<file path="config.mk">
export PLATFORM = sky130hd
export DESIGN_NAME = clock_time_core
export DESIGN_NICKNAME = d
export VERILOG_FILES = /design/src/rtl/clock_pkg.sv /design/src/rtl/btn_edge_sync.sv /design/src/rtl/clock_time_core.sv
export SDC_FILE = /design/constraint.sdc
export NUM_CORES = 1
export LEC_CHECK = 0
export CAP_MARGIN = 20
export CELL_PAD_IN_SITES_DETAIL_PLACEMENT = 0
export CELL_PAD_IN_SITES_GLOBAL_PLACEMENT = 2
export CORE_ASPECT_RATIO = 1.5
export CORE_MARGIN = 5
export CORE_UTILIZATION = 35
export CTS_CLUSTER_SIZE = 10
export DETAILED_ROUTE_END_ITERATION = 7
export GPL_TIMING_DRIVEN = 0
export MAX_ROUTING_LAYER = met4
export PLACE_DENSITY = 0.8
export SETUP_SLACK_MARGIN = 0.3
export SLEW_MARGIN = 20
export SYNTH_ARGS = -nofsm -noshare
export SYNTH_HDL_FRONTEND = slang
export SYNTH_HIERARCHICAL = 1
export SYNTH_SLANG_ARGS = --single-unit
</file>
<file path="constraint.sdc">
create_clock -name clk -period 12.95 [get_ports clk]
set_input_delay 1.9425 -clock clk [delete_from_list [all_inputs] [get_ports clk]]
set_output_delay 1.9425 -clock clk [all_outputs]
set_load 0.05 [all_outputs]
</file>
<file path="src/rtl/clock_pkg.sv">
// rtl/clock_pkg.sv - shared constants, state type and digit-increment helper for the clock core
package clock_pkg;

  localparam logic [2:0] POS_SEC_LO = 3'd0;
  localparam logic [2:0] POS_SEC_HI = 3'd1;
  localparam logic [2:0] POS_MIN_LO = 3'd2;
  localparam logic [2:0] POS_MIN_HI = 3'd3;
  localparam logic [2:0] POS_HR_LO  = 3'd4;
  localparam logic [2:0] POS_HR_HI  = 3'd5;

  localparam logic [5:0] MAX_HR = 6'd23;
  localparam logic [5:0] MAX_MS = 6'd59;

  typedef enum logic {ST_RUN = 1'b0, ST_SET = 1'b1} state_t;

  // Bumps one decimal digit of a 0..59 / 0..23 field; no carry into the other digit.
  function automatic logic [5:0] digit_inc(input logic [5:0] value, input logic [2:0] p);
    logic [3:0] hi;
    logic [3:0] lo;
    logic [3:0] lim;
    logic [7:0] r;
    hi  = 4'(value / 6'd10);
    lo  = 4'(value % 6'd10);
    lim = (hi == 4'd2) ? 4'd3 : 4'd9;
    case (p)
      POS_SEC_LO, POS_MIN_LO: lo = (lo >= 4'd9) ? 4'd0 : lo + 4'd1;
      POS_SEC_HI, POS_MIN_HI: hi = (hi >= 4'd5) ? 4'd0 : hi + 4'd1;
      POS_HR_LO:              lo = (lo >= lim) ? 4'd0 : lo + 4'd1;
      POS_HR_HI: begin
        hi = (hi >= 4'd2) ? 4'd0 : hi + 4'd1;
        // 20..23 is the only legal decade starting with 2
        if (hi == 4'd2 && lo > 4'd3) lo = 4'd0;
      end
      default: ;
    endcase
    r = {4'd0, hi} * 8'd10 + {4'd0, lo};
    return r[5:0];
  endfunction

endpackage

</file>
<file path="src/rtl/btn_edge_sync.sv">
// rtl/btn_edge_sync.sv - button synchroniser with single-cycle rising-edge detect
module btn_edge_sync #(
  parameter int SYNC_DEPTH = 2
) (
  input  logic clk,
  input  logic rst_n,
  input  logic din,
  output logic rise
);

  logic [SYNC_DEPTH-1:0] sync_q;
  logic                  prev_q;

  always_ff @(posedge clk or negedge rst_n) begin
    if (!rst_n) begin
      sync_q <= '0;
      prev_q <= 1'b0;
    end else begin
      sync_q <= {sync_q[SYNC_DEPTH-2:0], din};
      prev_q <= sync_q[SYNC_DEPTH-1];
    end
  end

  assign rise = sync_q[SYNC_DEPTH-1] & ~prev_q;

endmodule

</file>
<file path="src/rtl/clock_time_core.sv">
// rtl/clock_time_core.sv - 1 s divider, 24 h time count and RUN/SET button-driven time setting
module clock_time_core
  import clock_pkg::*;
#(
  parameter int CLK_HZ     = 50_000_000,
  parameter int SYNC_DEPTH = 2
) (
  input  logic       clk,
  input  logic       rst_n,
  input  logic       btn_mode,
  input  logic       btn_shift,
  input  logic       btn_inc,
  output logic [5:0] hours,
  output logic [5:0] minutes,
  output logic [5:0] seconds,
  output logic [2:0] pos,
  output logic       set_mod,
  output logic       sec_pulse
);

  localparam int DIV_W = (CLK_HZ > 1) ? $clog2(CLK_HZ) : 1;
  localparam logic [DIV_W-1:0] DIV_MAX = DIV_W'(CLK_HZ - 1);

  logic mode_rise, shift_rise, inc_rise;

  btn_edge_sync #(.SYNC_DEPTH(SYNC_DEPTH)) u_mode (
    .clk(clk), .rst_n(rst_n), .din(btn_mode), .rise(mode_rise)
  );
  btn_edge_sync #(.SYNC_DEPTH(SYNC_DEPTH)) u_shift (
    .clk(clk), .rst_n(rst_n), .din(btn_shift), .rise(shift_rise)
  );
  btn_edge_sync #(.SYNC_DEPTH(SYNC_DEPTH)) u_inc (
    .clk(clk), .rst_n(rst_n), .din(btn_inc), .rise(inc_rise)
  );

  state_t           state_q, state_d;
  logic [DIV_W-1:0] div_q, div_d;
  logic [5:0]       sec_q, sec_d, min_q, min_d, hr_q, hr_d;
  logic [2:0]       pos_q, pos_d;
  logic [5:0]       sec_inc, min_inc, hr_inc;
  logic             tick;

  assign tick = (div_q == DIV_MAX);

  // Full hh:mm:ss carry chain resolved in one cycle
  always_comb begin
    sec_inc = sec_q + 6'd1;
    min_inc = min_q;
    hr_inc  = hr_q;
    if (sec_q == MAX_MS) begin
      sec_inc = '0;
      if (min_q == MAX_MS) begin
        min_inc = '0;
        hr_inc  = (hr_q == MAX_HR) ? '0 : hr_q + 6'd1;
      end else begin
        min_inc = min_q + 6'd1;
      end
    end
  end

  always_comb begin
    state_d = state_q;
    div_d   = tick ? '0 : div_q + DIV_W'(1);
    sec_d   = sec_q;
    min_d   = min_q;
    hr_d    = hr_q;
    pos_d   = pos_q;
    case (state_q)
      ST_RUN: begin
        if (tick) begin
          sec_d = sec_inc;
          min_d = min_inc;
          hr_d  = hr_inc;
        end
        if (mode_rise) state_d = ST_SET;
      end
      ST_SET: begin
        if (mode_rise) begin
          state_d = ST_RUN;
          div_d   = '0;
        end else begin
          // inc acts on the current pos even when shift moves it this cycle
          if (inc_rise) begin
            if (pos_q <= POS_SEC_HI)      sec_d = digit_inc(sec_q, pos_q);
            else if (pos_q <= POS_MIN_HI) min_d = digit_inc(min_q, pos_q);
            else                          hr_d  = digit_inc(hr_q, pos_q);
          end
          if (shift_rise) pos_d = (pos_q == POS_HR_HI) ? POS_SEC_LO : pos_q + 3'd1;
        end
      end
      default: state_d = ST_RUN;
    endcase
  end

  always_ff @(posedge clk or negedge rst_n) begin
    if (!rst_n) begin
      state_q <= ST_RUN;
      div_q   <= '0;
      sec_q   <= '0;
      min_q   <= '0;
      hr_q    <= '0;
      pos_q   <= POS_SEC_LO;
    end else begin
      state_q <= state_d;
      div_q   <= div_d;
      sec_q   <= sec_d;
      min_q   <= min_d;
      hr_q    <= hr_d;
      pos_q   <= pos_d;
    end
  end

  assign hours     = hr_q;
  assign minutes   = min_q;
  assign seconds   = sec_q;
  assign pos       = pos_q;
  assign set_mod   = (state_q == ST_SET);
  assign sec_pulse = tick;

endmodule
</file>
Yosys cells after proc, flatten, opt, wreduce, memory -nomap -nowiden
Index checks and enable logic that the tools add are counted.
{"block": "totals", "output_inout_bits": 23, "word_cells": 176, "regBits": 57}
{"block": "op_classes", "reduce_logical": 10, "mul": 3, "mux": 82, "n_eq_ne": 24, "n_lt_le_gt_ge": 17, "add_sub_neg": 14, "n_div": 6, "n_bitwise": 8}
{"cell": "4-bit 2-to-1 mux", "count": 46}
{"cell": "6-bit 2-to-1 mux", "count": 20}
{"cell": "26-bit 2-to-1 mux", "count": 3}
{"cell": "4-bit one-hot mux with 3 select lines", "count": 3}
{"cell": "6-bit one-hot mux with 2 select lines", "count": 3}
{"cell": "26-bit by 1-bit adder with 26-bit output, second input constant", "count": 1}
{"cell": "26-bit equality test, second input constant", "count": 1}
{"cell": "4-bit by 1-bit adder with 4-bit output, second input constant", "count": 6}
{"cell": "4-bit by 2-bit equality test with 1-bit output, second input constant", "count": 6}
{"cell": "4-bit one-hot mux with 2 select lines", "count": 3}
{"cell": "6-bit by 1-bit adder with 6-bit output, second input constant", "count": 3}
{"cell": "6-bit by 4-bit adder with 6-bit output", "count": 3}
{"cell": "6-bit by 4-bit divider with 6-bit output, second input constant", "count": 3}
{"cell": "6-bit by 4-bit modulo with 6-bit output, second input constant", "count": 3}
{"cell": "4-bit by 3-bit multiplier with 5-bit output, second input constant", "count": 3}
{"cell": "2-bit inequality test, second input constant", "count": 7}
{"cell": "6-bit equality test, second input constant", "count": 2}
{"cell": "4-bit by 2-bit >= comparator with 1-bit output, second input constant", "count": 3}
{"cell": "4-bit by 3-bit >= comparator with 1-bit output, second input constant", "count": 3}
{"cell": "4-bit >= comparator", "count": 3}
{"cell": "4-bit >= comparator, second input constant", "count": 3}
{"cell": "4-bit by 2-bit greater-than comparator with 1-bit output, second input constant", "count": 3}
{"cell": "7-bit AND reduction", "count": 1}
{"cell": "3-bit by 2-bit equality test with 1-bit output, second input constant", "count": 2}
{"cell": "18 further kinds", "count": 30}

Logic depth before layout (Yosys ltp)
Gate-level depths: netlist of the first run.
{"block": "logic_depth", "ltp_word": 18, "mapped_depth": 25, "mapped_depth_nobuf": 23}

Cells and area by module
The synthesis of the first run kept the hierarchy.
{"module": "clock_time_core", "cells_each": 723, "area_each_um2": 5679.2, "n_inst": 1}
{"module": "btn_edge_sync", "cells_each": 4, "area_each_um2": 88.8, "n_inst": 3}

Worst setup path before layout of the first run
No wires, ideal clock.
{"block": "synth_path", "path_type": "register to register", "startpoint": "reg sec_q[2] (netlist: seconds[2])", "endpoint": "reg sec_q[5] (netlist: seconds[5])", "setup_slack_ns": 8.172, "setup_ns": 0.086, "required_time_ns": 12.864, "arrival_ns": 4.691, "period_less_slack_ns": 4.778, "stages_incl_launch_ff": 23, "path_cell_list": "dfrtp_1 clkbuf_1 nand2b_1 a32o_1 a21oi_1 ha_1 and3b_1 o21ai_0 a21oi_1 a211oi_1 inv_1 ha_1 o31a_1 nor3_1 or2_1 o2bb2ai_1 ha_1 fa_1 a21o_1 nand2_1 xnor2_1 or3_1 a32oi_1"}
{"block": "synth_between", "elab_chain_cells": 16}
{"item": "start, declared", "line_no": "clock_time_core.sv:38", "rtl": "logic [5:0] sec_q, sec_d, min_q, min_d, hr_q, hr_d;"}
{"item": "start signal, assigned", "line_no": "clock_time_core.sv:99", "rtl": "sec_q <= '0;"}
{"item": "start signal, assigned", "line_no": "clock_time_core.sv:106", "rtl": "sec_q <= sec_d;"}
{"item": "branches (longest 15 deep; another with 6-bit by 4-bit divider with 6-bit output)"}
{"item": "6-bit one-hot mux with 2 select lines *", "line_no": "clock_time_core.sv:68", "rtl": "case (state_q)"}
Every way passes the cells marked *. The select of a mux whose other input is x is not followed.
A chain may end at the register's enable or synchronous reset.

Worst setup path in the final report of the first run
{"block": "layout_path", "startpoint": "reg min_q[0] (netlist: minutes[0])", "endpoint": "reg min_q[5] (netlist: minutes[5])"}
{"block": "layout_between", "elab_chain_cells": 18}
{"item": "start, declared", "line_no": "clock_time_core.sv:38"}
{"item": "start signal, assigned", "line_no": "clock_time_core.sv:107", "rtl": "min_q <= min_d;"}
{"item": "branches (longest 17 deep; another with 6-bit by 4-bit divider with 6-bit output)"}
{"item": "6-bit one-hot mux with 2 select lines *", "line_no": "clock_time_core.sv:68"}
Marked as above.

==> results of run 1 <==
area by class of cell:
class                      instances  area, µm²  area share, %
multi-input combinational        598       4180           61.3
sequential                        57       1430           20.9
timing repair buffer              28        295           4.33
tap                              210        263           3.85
clock buffer                      10        239           3.51
buffer                            38        181           2.66
inverter                          44        165           2.42
clock inverter                     6       66.3          0.973
placed cells by master, fill, tap and decap left out, drive strengths merged, types with 22 or more instances in the layout:
cell           instances
nor2                  75
ha                    60
nand2                 60
dfrtp                 57
o21ai                 49
inv                   45
a21oi                 43
clkbuf                31
nand3                 28
clkdlybuf4s50         26
nor3                  23
xnor2                 22
cell families (layout without fill, tap and decap cells):
group                      count (synthesis)  count (layout)  share of synthesized area [%]
other                                      1               3                         0.0631
DFF                                       57              57                           24.0
adders and majority gates                 64              64                           13.8
xor gates and xnor gates                  41              41                           6.04
buffers and inverters                     82             126                           5.83
AOI/OAI and AO/OA                        199             199                           23.0
muxes                                     15              15                           2.65
and+or+nand+nor                          276             276                           24.7
registers in the layout, summed over array words and instances (netlist names):
name,flops
hours,6
u_inc/prev_q,1
div_q,26
seconds,6
set_mod,1
u_shift/sync_q,2
u_inc/sync_q,2
u_mode/prev_q,1
pos,3
u_shift/prev_q,1
u_mode/sync_q,2
minutes,6
per-layer routing:
metal | part of all wire (%) | routed length [µm]
met3 | 3.3 | 576
met1 | 40 | 7070
met5 | 0 | 0
met4 | 3.8 | 665
met2 | 52 | 9180
stage by stage:
stage / setup slack, ps / instance area [µm²] / std cells / util [%] / hold slack [ps]
floorplan: 8170 / 5950 / 737 / - / 331
global placement: 7500 / 6490 / 974 / 38.7 / 334
detailed placement: 7510 / 6510 / 975 / 38.8 / 335
CTS: 7440 / 6820 / 991 / 40.7 / 350
global route: 7180 / 6820 / 991 / 40.7 / 362
finish: 7450 / 6820 / 991 / 40.7 / 348
final timing paths:
kind                              startpoint                end
setup / recovery                  minutes[0]         minutes[5]
hold / removal             u_shift/sync_q[0]  u_shift/sync_q[1]
setup reg to reg                  minutes[0]         minutes[5]
hold reg to reg            u_shift/sync_q[0]  u_shift/sync_q[1]
max in group asynchronous              rst_n          div_q[19]
min in group asynchronous              rst_n           hours[4]
worst register-to-register path, stage by stage (launching register included):
cell	delay (ps)
dfrtp_1	640
inv_1	270
ha_1	370
or3b_1	420
mux2i_1	140
nor2_1	50
a41oi_1	500
ha_1	260
nand2_1	90
ha_1	320
a21o_1	120
o31ai_1	70
a211oi_2	450
or3_1	170
o221ai_1	200
fa_1	490
a21oi_1	160
nor2b_1	70
xnor2_1	180
xnor2_1	90
o311ai_1	290
==> run summary, run 1 <==
Yosys cell types -> 91
Post-DR wirelength/cell -> 17.7 µm
Drt pass-1 iters -> 5
Cts hold-fix bufs -> 0
CTS buffer count -> 9
Reg-to-reg slack, setup -> 7450 ps
Vias/cell -> 5.68
Via Count -> 5630
PortBufs -> 27
Crit path DAT -> 5700 ps
Synth cell count leaders -> 74 x nor2_1, 60 x ha_1, 59 x nand2_1
Clock transition at the registers of the reported paths -> 60 ps
Post CTS Setup Buffer Count -> 0
WP buf/inv -> 1
CTS root buf -> clkbuf_16
Total negative slack -> 0 ps
Final Critical Period -> 5500 ps
Worst Path Max Fanout -> 11
Crit path depth -> 20
Worst-path cell chain -> inv_1 > ha_1 > or3b_1 > mux2i_1 > nor2_1 > a41oi_1 > ha_1 > nand2_1 > ha_1 > a21o_1 > o31ai_1 > a211oi_2 > or3_1 > o221ai_1 > fa_1 > a21oi_1 > nor2b_1 > xnor2_1 > xnor2_1 > o311ai_1
Diode count -> 0
Worst-margin pin slew -> 886 ps
Count of final setup violators -> 0
Post-synthesis instance area -> 5950 µm²
Hold Path Class -> flip-flop to flip-flop
CP required -> 13150 ps
Share of layout cells above drive strength 1 -> 8.96%
Crit-path slowest cell -> dfrtp_1
RSZ-0062 raised after global routing -> false
H-tree depth -> 3
Synth async-reset ratio -> 100%
Post-synth top area share -> 24.0%
Post-synth EDFFs -> 0
Clock skew -> 11.0 ps
Gr ovfl total -> 0
Synth-to-layout area growth -> 14.6%
Met1 Usage GRT -> 20.1%
Relative slew slack -> 39.2%
Fillers -> 1691
# resized after CTS -> 0
Post-route ant nets -> 0
Max Slew Vio Count -> 0
CP top delay family -> compound AO/OA/AOI/OAI gates
DR iter-0 viols -> 311
Die Wd -> 116 µm
Initial Utilization -> 35.5%
Slowest stage delay, CP -> 640 ps
Top Ports -> 28
Top-count cell post-synth -> nor2_1
Crit path capture type -> flip-flop
Synth area leader -> dfrtp_1
Final hold viol count -> 0
CP startpoint kind -> flip-flop
Height of the die -> 170 µm
Status -> finished clean
DRC errors left -> 0
Pin count of the biggest net entering global routing -> 54
Max_cap viols -> 0
Synthesis-stage register bit count -> 57
GR Util All Layers -> 18.4%
First-pass GRT wire length -> 28300 µm
Register area share after synthesis -> 24.0%
Initial antenna violation count -> 0
Fmax -> 182 MHz
# clock sinks -> 57
Tcrit/Tclk final -> 42.5%
Grt peak-use layer -> met2
Grt met3 use -> 1.82%
DP HPWL -> 13400 µm
Worst hold stages -> 0
GPL Wtd Cong -> 0.901
Reg2Reg Depth -> 20
Vias in the first global route -> 5750
CTS tree -> built
Syn_area_per_cell -> 8.09 µm²
Maximum clock path buffer count -> 2
# rows -> 58
Die area -> 19700 µm²
Core box area -> 16800 µm²
Cells after synthesis -> 735
Worst-Skew Late Latency -> 330 ps
Detailed Route WL -> 17500 µm
Nets -> 844
Crit Path Category -> flip-flop to flip-flop
Leading register cell type out of synthesis -> dfrtp_1
GR Util met2 -> 33.0%
Most used cell, CP -> ha_1
Synth area leaders -> dfrtp_1 24%, ha_1 13%, nor2_1 4.7%
Synth warnings -> 6
Power of run 1 is left out: the tool's default activity adds up to more than one toggle a clock period on the data nets, which glitch-free logic cannot reach.
==> inputs of run 2 (changes only) <==
--- a/config.mk
+++ b/config.mk
@@ -10,12 +10,12 @@
 export CELL_PAD_IN_SITES_GLOBAL_PLACEMENT = 2
 export CORE_ASPECT_RATIO = 1.5
 export CORE_MARGIN = 5
-export CORE_UTILIZATION = 35
+export CORE_UTILIZATION = 34
 export CTS_CLUSTER_SIZE = 10
 export DETAILED_ROUTE_END_ITERATION = 7
 export GPL_TIMING_DRIVEN = 0
 export MAX_ROUTING_LAYER = met4
-export PLACE_DENSITY = 0.8
+export PLACE_DENSITY = 0.82
 export SETUP_SLACK_MARGIN = 0.3
 export SLEW_MARGIN = 20
 export SYNTH_ARGS = -nofsm -noshare
==> constraint.sdc (replaced) <==
create_clock -name clk -period 4.5 [get_ports clk]
set_input_delay 0.675 -clock clk [delete_from_list [all_inputs] [get_ports clk]]
set_output_delay 0.675 -clock clk [all_outputs]
set_load 0.05 [all_outputs]
==> run 2 against run 1 <==
Core utilization up 4.9 points. Worst hold slack worse by 200 ps. Via count up 3.1%. Highest routed layer unchanged. Largest cell class unchanged. Critical endpoint is now seconds[5].
==> run summary, run 2 (same netlist as run 1, synthesis figures left out) <==
Met1 Usage GRT -> 19.2% (was 20.1%)
DR iter-0 viols -> 267 (was 311)
FF-to-FF Start -> seconds[5] (was minutes[0])
DP HPWL -> 13500 µm (was 13400 µm)
Count of final setup violators -> 0 (unchanged)
Initial antenna violation count -> 0 (unchanged)
Max Slew Vio Count -> 0 (unchanged)
Core box area -> 17300 µm² (was 16800 µm²)
Die area -> 20300 µm² (was 19700 µm²)
Synth-to-layout area growth -> 32.5% (was 14.6%)
Share of layout cells above drive strength 1 -> 28.0% (was 8.96%)
GR Util met2 -> 35.3% (was 33.0%)
Fillers -> 1732 (was 1691)
Fmax -> 228 MHz (was 182 MHz)
Worst-margin pin slew -> 949 ps (was 886 ps)
RSZ-0062 raised after global routing -> true (was false)
Height of the die -> 172 µm (was 170 µm)
Post-route ant nets -> 0 (unchanged)
Hold Path Class -> input pin to async pin (was flip-flop to flip-flop)
Total negative slack -> 0 ps (unchanged)
Design area -> 7880 µm² (was 6820 µm²)
Worst Path Max Fanout -> 4 (was 11)
CTS tree -> built (unchanged)
Commonest non-fill, non-tap cells in the layout -> 71 x nor2_1, 56 x nand2_1, 49 x buf_4, 44 x ha_1, 42 x dfrtp_1 (was 74 x nor2_1, 60 x ha_1, 59 x nand2_1, 57 x dfrtp_1)
Worst setup path start -> seconds[5] (was minutes[0])
Clock transition at the registers of the reported paths -> 60 ps (about the same)
Maximum clock path buffer count -> 2 (unchanged)
Relative slew slack -> 34.9% (was 39.2%)
CTS root buf -> clkbuf_16 (unchanged)
Drt pass-1 iters -> 4 (was 5)
Detailed Route WL -> 18800 µm (was 17500 µm)
Grt peak-use layer -> met2 (unchanged)
DRC errors left -> 0 (unchanged)
First-pass GRT wire length -> 29900 µm (was 28300 µm)
Vias in the first global route -> 5965 (was 5750)
Commonest non-fill, non-tap cell in the layout -> nor2_1 (unchanged)
Diode count -> 0 (unchanged)
Crit path DAT -> 4630 ps (was 5700 ps)
Placed inst area -> 6660 µm² (was 6510 µm²)
CP startpoint kind -> flip-flop (unchanged)
PortBufs -> 27 (unchanged)
Final hold viol count -> 0 (unchanged)
Post-DR wirelength/cell -> 18.0 µm (was 17.7 µm)
Grt met3 use -> 2.68% (was 1.82%)
Largest register FFs -> 26 (unchanged)
Gr ovfl total -> 0 (unchanged)
Vias/cell -> 5.57 (was 5.68)
Max_cap viols -> 0 (unchanged)
Top reg by flops -> div_q (unchanged)
GR Util All Layers -> 18.6% (was 18.4%)
Top Ports -> 28 (unchanged)
CP required -> 4740 ps (was 13150 ps)
Pin count of the biggest net entering global routing -> 54 (unchanged)
Initial Utilization -> 34.4% (was 35.5%)
Via Count -> 5805 (was 5630)
Status -> finished clean (unchanged)
Nets -> 893 (was 844)
H-tree depth -> 3 (unchanged)
Worst-Skew Late Latency -> 330 ps (about the same)
# clock sinks -> 57 (unchanged)
Crit Path Category -> flip-flop to flip-flop (unchanged)
Die Wd -> 118 µm (was 116 µm)
WHS -> 152 ps (was 348 ps)
Tcrit/Tclk final -> 97.4% (was 42.5%)
GPL Wtd Cong -> 0.871 (was 0.901)
Final Critical Period -> 4380 ps (was 5500 ps)
Fin util -> 45.6% (was 40.7%)
Clock skew -> 4.37 ps (was 11.0 ps)
# rows -> 59 (was 58)
CTS buffer count -> 9 (unchanged)
Crit path capture type -> flip-flop (unchanged)
## run 2: changes by cell type in the layout (fill, tap and decap cells not counted), sizes merged
cell | previous run | this run
buf | 19 | 67
bufinv | 1 | 0
clkinv | 4 | 3
clkinvlp | 0 | 3
## run 2: layout make-up
| type | count | area [µm²] | area share [%] |
|---|---|---|---|
| buffer | 38 | 313 | 3.97 |
| sequential | 57 | 1450 | 18.4 |
| multi-input combinational | 598 | 4740 | 60.1 |
| tap | 213 | 267 | 3.38 |
| clock inverter | 7 | 53.8 | 0.683 |
| timing repair buffer | 77 | 667 | 8.46 |
| clock buffer | 9 | 225 | 2.86 |
| inverter | 44 | 170 | 2.16 |
## run 2: metrics by stage
stage	setup WS [ps]	std cells
floorplan	172	737
global placement	-425	977
detailed placement	-476	978
CTS	136	1033
global route	-141	1043
finish	117	1043
## run 2: what timing repair did
action | in CTS | in global routing
pin swaps | 42 | 30
gates resized for setup | 62 | 70
buffers inserted | 39 | 10
endpoints found under the hold margin | 0 | 0
setup endpoints to repair | 13 | 12
hold buffers | 0 | 0
## run 2: worst paths after layout
kind                       slack, ps  depth (start not counted)               end
setup / recovery                 120                         22        seconds[5]
hold / removal                   150                          1          hours[4]
setup reg to reg                 120                         22        seconds[5]
hold reg to reg                  350                          0  u_mode/sync_q[1]
max in group asynchronous       3830                          2        seconds[1]
min in group clk                 350                          0  u_mode/sync_q[1]
## run 2: worst max-delay path: stages (launching register included)
cell       delay (ps)
dfrtp_2           420
clkbuf_8          140
nor2b_1           140
a32o_2            290
a21oi_4           120
ha_2              190
and3b_1           180
o21ai_2           120
a21oi_2            70
a211oi_2          270
inv_1             100
ha_1              290
o31a_1            140
nor3_2             60
or2_4             260
o2bb2ai_4         160
ha_4              180
fa_2              360
a21o_1            170
nand2_2            70
xnor2_2            60
or3_1             310
a32oi_1           190
## run 2: per-layer routing
| metal | routed length, µm | share of wire, % | up-vias |
|---|---|---|---|
| met5 | 0 | 0 | - |
| met3 | 422 | 2.2 | 44 |
| met4 | 569 | 3.0 | 0 |
| met2 | 10400 | 55 | 91 |
| met1 | 7410 | 39 | 2837 |
| li1 | - | - | 2833 |
Power of run 2 is left out for the same reason.
==> inputs of run 3 (changes only) <==
--- a/config.mk
+++ b/config.mk
@@ -5,12 +5,13 @@
 export SDC_FILE = /design/constraint.sdc
 export NUM_CORES = 1
 export LEC_CHECK = 0
+export ABC_AREA = 1
 export CAP_MARGIN = 20
 export CELL_PAD_IN_SITES_DETAIL_PLACEMENT = 0
 export CELL_PAD_IN_SITES_GLOBAL_PLACEMENT = 2
 export CORE_ASPECT_RATIO = 1.5
 export CORE_MARGIN = 5
-export CORE_UTILIZATION = 34
+export CORE_UTILIZATION = 32
 export CTS_CLUSTER_SIZE = 10
 export DETAILED_ROUTE_END_ITERATION = 7
 export GPL_TIMING_DRIVEN = 0
==> run 3 against run 2 <==
Worst setup slack better by 450 ps. Register-to-register slack better by 450 ps. Area after synthesis down 7.7%. Non-clock buffer count down 28. First-iteration DRC count down 33%. Worst hold slack better by 92 ps. Synthesized cell count up 7.5%.
==> run summary, run 3 <==
CP startpoint kind -> flip-flop (unchanged)
Fmax -> 254 MHz (was 228 MHz)
FF-to-FF Start -> minutes[5] (was seconds[5])
Synth area leader -> dfrtp_1 (unchanged)
Synth Area in Compound Gates -> 12.3% (was 23.0%)
Pin count of the biggest net entering global routing -> 35 (was 54)
First-pass GRT wire length -> 25000 µm (was 29900 µm)
Clock skew -> 7.49 ps (was 4.37 ps)
DP HPWL -> 11600 µm (was 13500 µm)
Worst Path Max Fanout -> 6 (was 4)
# clock sinks -> 57 (unchanged)
Synth area leaders -> dfrtp_1 26%, ha_1 14%, nand2_1 12% (was dfrtp_1 24%, ha_1 13%, nor2_1 4.7%)
Design area -> 6980 µm² (was 7880 µm²)
DP Worst Slack -> 13.3 ps (was -476 ps)
DR iter-0 viols -> 178 (was 267)
Post-DR wirelength/cell -> 13.9 µm (was 18.0 µm)
Worst setup margin -> 565 ps (was 117 ps)
Commonest non-fill, non-tap cells in the layout -> 165 x nand2_1, 101 x inv_1, 77 x nor2_1, 56 x ha_1 (was 71 x nor2_1, 56 x nand2_1, 49 x buf_4, 44 x ha_1, 42 x dfrtp_1)
Nets -> 947 (was 893)
Via Count -> 5245 (was 5805)
Worst-margin pin slew -> 732 ps (was 949 ps)
Diode count -> 0 (unchanged)
Vias/cell -> 4.80 (was 5.57)
Fillers -> 1837 (was 1732)
# rows -> 58 (was 59)
Initial antenna violation count -> 0 (unchanged)
Share of layout cells above drive strength 1 -> 20.7% (was 28.0%)
Detailed Route WL -> 15100 µm (was 18800 µm)
RSZ-0062 raised after global routing -> true (unchanged)
Synthesis-stage register bit count -> 57 (unchanged)
CTS buffer count -> 9 (unchanged)
Placed inst area -> 6050 µm² (was 6660 µm²)
Gr ovfl total -> 0 (unchanged)
Die area -> 19900 µm² (was 20300 µm²)
Largest register FFs -> 26 (unchanged)
Cells after synthesis -> 790 (was 735)
Crit path depth -> 31 (was 22)
Top Ports -> 28 (unchanged)
GPL Wtd Cong -> 0.842 (was 0.871)
Syn_area_per_cell -> 6.95 µm² (was 8.09 µm²)
Post-route ant nets -> 0 (unchanged)
Commonest non-fill, non-tap cell in the layout -> nand2_1 (was nor2_1)
Core box area -> 16800 µm² (was 17300 µm²)
Slowest stage delay, CP -> 380 ps (was 420 ps)
Cts hold-fix bufs -> 0 (unchanged)
Initial Utilization -> 32.6% (was 34.4%)
Top-count cell post-synth -> nand2_1 (was nor2_1)
Vias in the first global route -> 5204 (was 5965)
Crit-path slowest cell -> dfrtp_1 (was dfrtp_2)
Final Critical Period -> 3930 ps (was 4380 ps)
CP top delay family -> simple AND/OR/NAND/NOR gates (was compound AO/OA/AOI/OAI gates)
Reg2Reg Capture Point -> minutes[5] (was seconds[5])
CTS root buf -> clkbuf_16 (unchanged)
Post-synth EDFFs -> 0 (unchanged)
Area of the multi-input gates -> 3770 µm² (was 4740 µm²)
Post-synth top area share -> 26.0% (was 24.0%)
Synth warnings -> 6 (unchanged)
Drt pass-1 iters -> 5 (was 4)
Top reg by flops -> div_q (unchanged)
Count of final setup violators -> 0 (unchanged)
GR Util All Layers -> 16.3% (was 18.6%)
Final hold viol count -> 0 (unchanged)
Synth async-reset ratio -> 100% (unchanged)
Crit path DAT -> 4150 ps (was 4630 ps)
Post-synthesis xor/xnor area fraction -> 4.88% (was 6.04%)
CP required -> 4710 ps (was 4740 ps)
Synth-to-layout area growth -> 27.2% (was 32.5%)
Worst setup path start -> minutes[5] (was seconds[5])
Synth Area in Simple Gates -> 32.5% (was 24.7%)
Tcrit/Tclk final -> 87.4% (was 97.4%)
Relative slew slack -> 51.2% (was 34.9%)
WHS -> 245 ps (was 152 ps)
Status -> finished clean (unchanged)
Yosys cell types -> 52 (was 91)
Fin util -> 41.5% (was 45.6%)
Leading register cell type out of synthesis -> dfrtp_1 (unchanged)
Crit path to -> minutes[5] (was seconds[5])
Die Wd -> 117 µm (was 118 µm)
Synth cell count leaders -> 176 x nand2_1, 106 x inv_1, 77 x nor2_1 (was 74 x nor2_1, 60 x ha_1, 59 x nand2_1)
Clock transition at the registers of the reported paths -> 50 ps (was 60 ps)
Register area share after synthesis -> 26.0% (was 24.0%)
Height of the die -> 170 µm (was 172 µm)
Crit Path Category -> flip-flop to flip-flop (unchanged)
Crit path capture type -> flip-flop (unchanged)
Hold Path Class -> input pin to async pin (unchanged)
Max Slew Vio Count -> 0 (unchanged)
Reg2Reg Depth -> 31 (was 22)
Storage cell area -> 1430 µm² (was 1450 µm²)
H-tree depth -> 3 (unchanged)
WP buf/inv -> 6 (was 2)
Max_cap viols -> 0 (unchanged)
Reg-to-reg slack, setup -> 570 ps (was 120 ps)
Worst-Skew Late Latency -> 340 ps (was 330 ps)
Main combinational cell family by area after synthesis -> simple AND/OR/NAND/NOR gates (unchanged)
DRC errors left -> 0 (unchanged)
Maximum clock path buffer count -> 2 (unchanged)
Post-synthesis instance area -> 5490 µm² (was 5950 µm²)
Mux cell area share after synthesis -> 0% (was 2.65%)
PortBufs -> 27 (unchanged)
CTS tree -> built (unchanged)
Post-synthesis adder-cell area fraction -> 14.8% (was 13.8%)
run 3: changes by cell type after synthesis, sizes merged, moves of 10 or more:
cell    delta
nand2    +144
nor2b     -19
a21o      -12
xnor2     -14
clkbuf    -16
buf       -11
nand2b    -10
inv       +80
nand3     +27
run 3: what timing repair did:
item                                    CTS  global route
gates resized for setup                  11            55
endpoints found under the setup margin    3            10
setup buffers                             4            44
pin swaps                                 1            28
run 3: layout make-up:
cell class / instances / share of cell area, %
timing repair buffer: 76 / 9.28
buffer: 11 / 0.914
clock buffer: 12 / 3.53
inverter: 124 / 6.74
clock inverter: 3 / 1.29
multi-input combinational: 600 / 54.0
sequential: 57 / 20.5
tap: 210 / 3.76
run 3: worst register-to-register path: cells and delay by family, from the launching register on:
kind	cells	cell delay [ps]
xor+xnor	1	150
buf+inv	6	460
fa+ha+maj	4	1000
flops	1	380
simple gates	16	1450
compound gates	4	390
run 3: cell families after synthesis:
logic type | count (synthesis)
AO/OA/AOI/OAI | 115
buffers and inverters | 135
AND/OR/NAND/NOR | 391
flip-flops | 57
adder cells (fa/ha/maj) | 63
other | 1
XOR/XNOR | 28
run 3: worst min path at each step:
stage                           start                 to  slack (ps)  cells past startpoint
CTS                             rst_n         seconds[1]         260                      1
detailed placement  u_shift/sync_q[0]  u_shift/sync_q[1]         340                      0
floorplan             u_inc/sync_q[0]    u_inc/sync_q[1]         330                      0
global placement    u_shift/sync_q[0]  u_shift/sync_q[1]         340                      0
finish                          rst_n         seconds[4]         240                      1
global route                    rst_n         seconds[4]         270                      1
run 3: through the flow:
stage,std cells,TNS [ps]
after CTS,1049,0
after global placement,1029,-24.3
after global routing,1093,0
final,1093,0
after floorplan,792,0
after detailed placement,1030,0
run 3: per-layer routing:
layer	GRT usage, %	up-vias	wire (µm)
li1	-	2731	-
met1	17.3	2406	6050
met2	29.9	75	8320
met3	1.85	33	395
met4	6.54	0	383
met5	-	-	0
Power of run 3 is left out for the same reason.
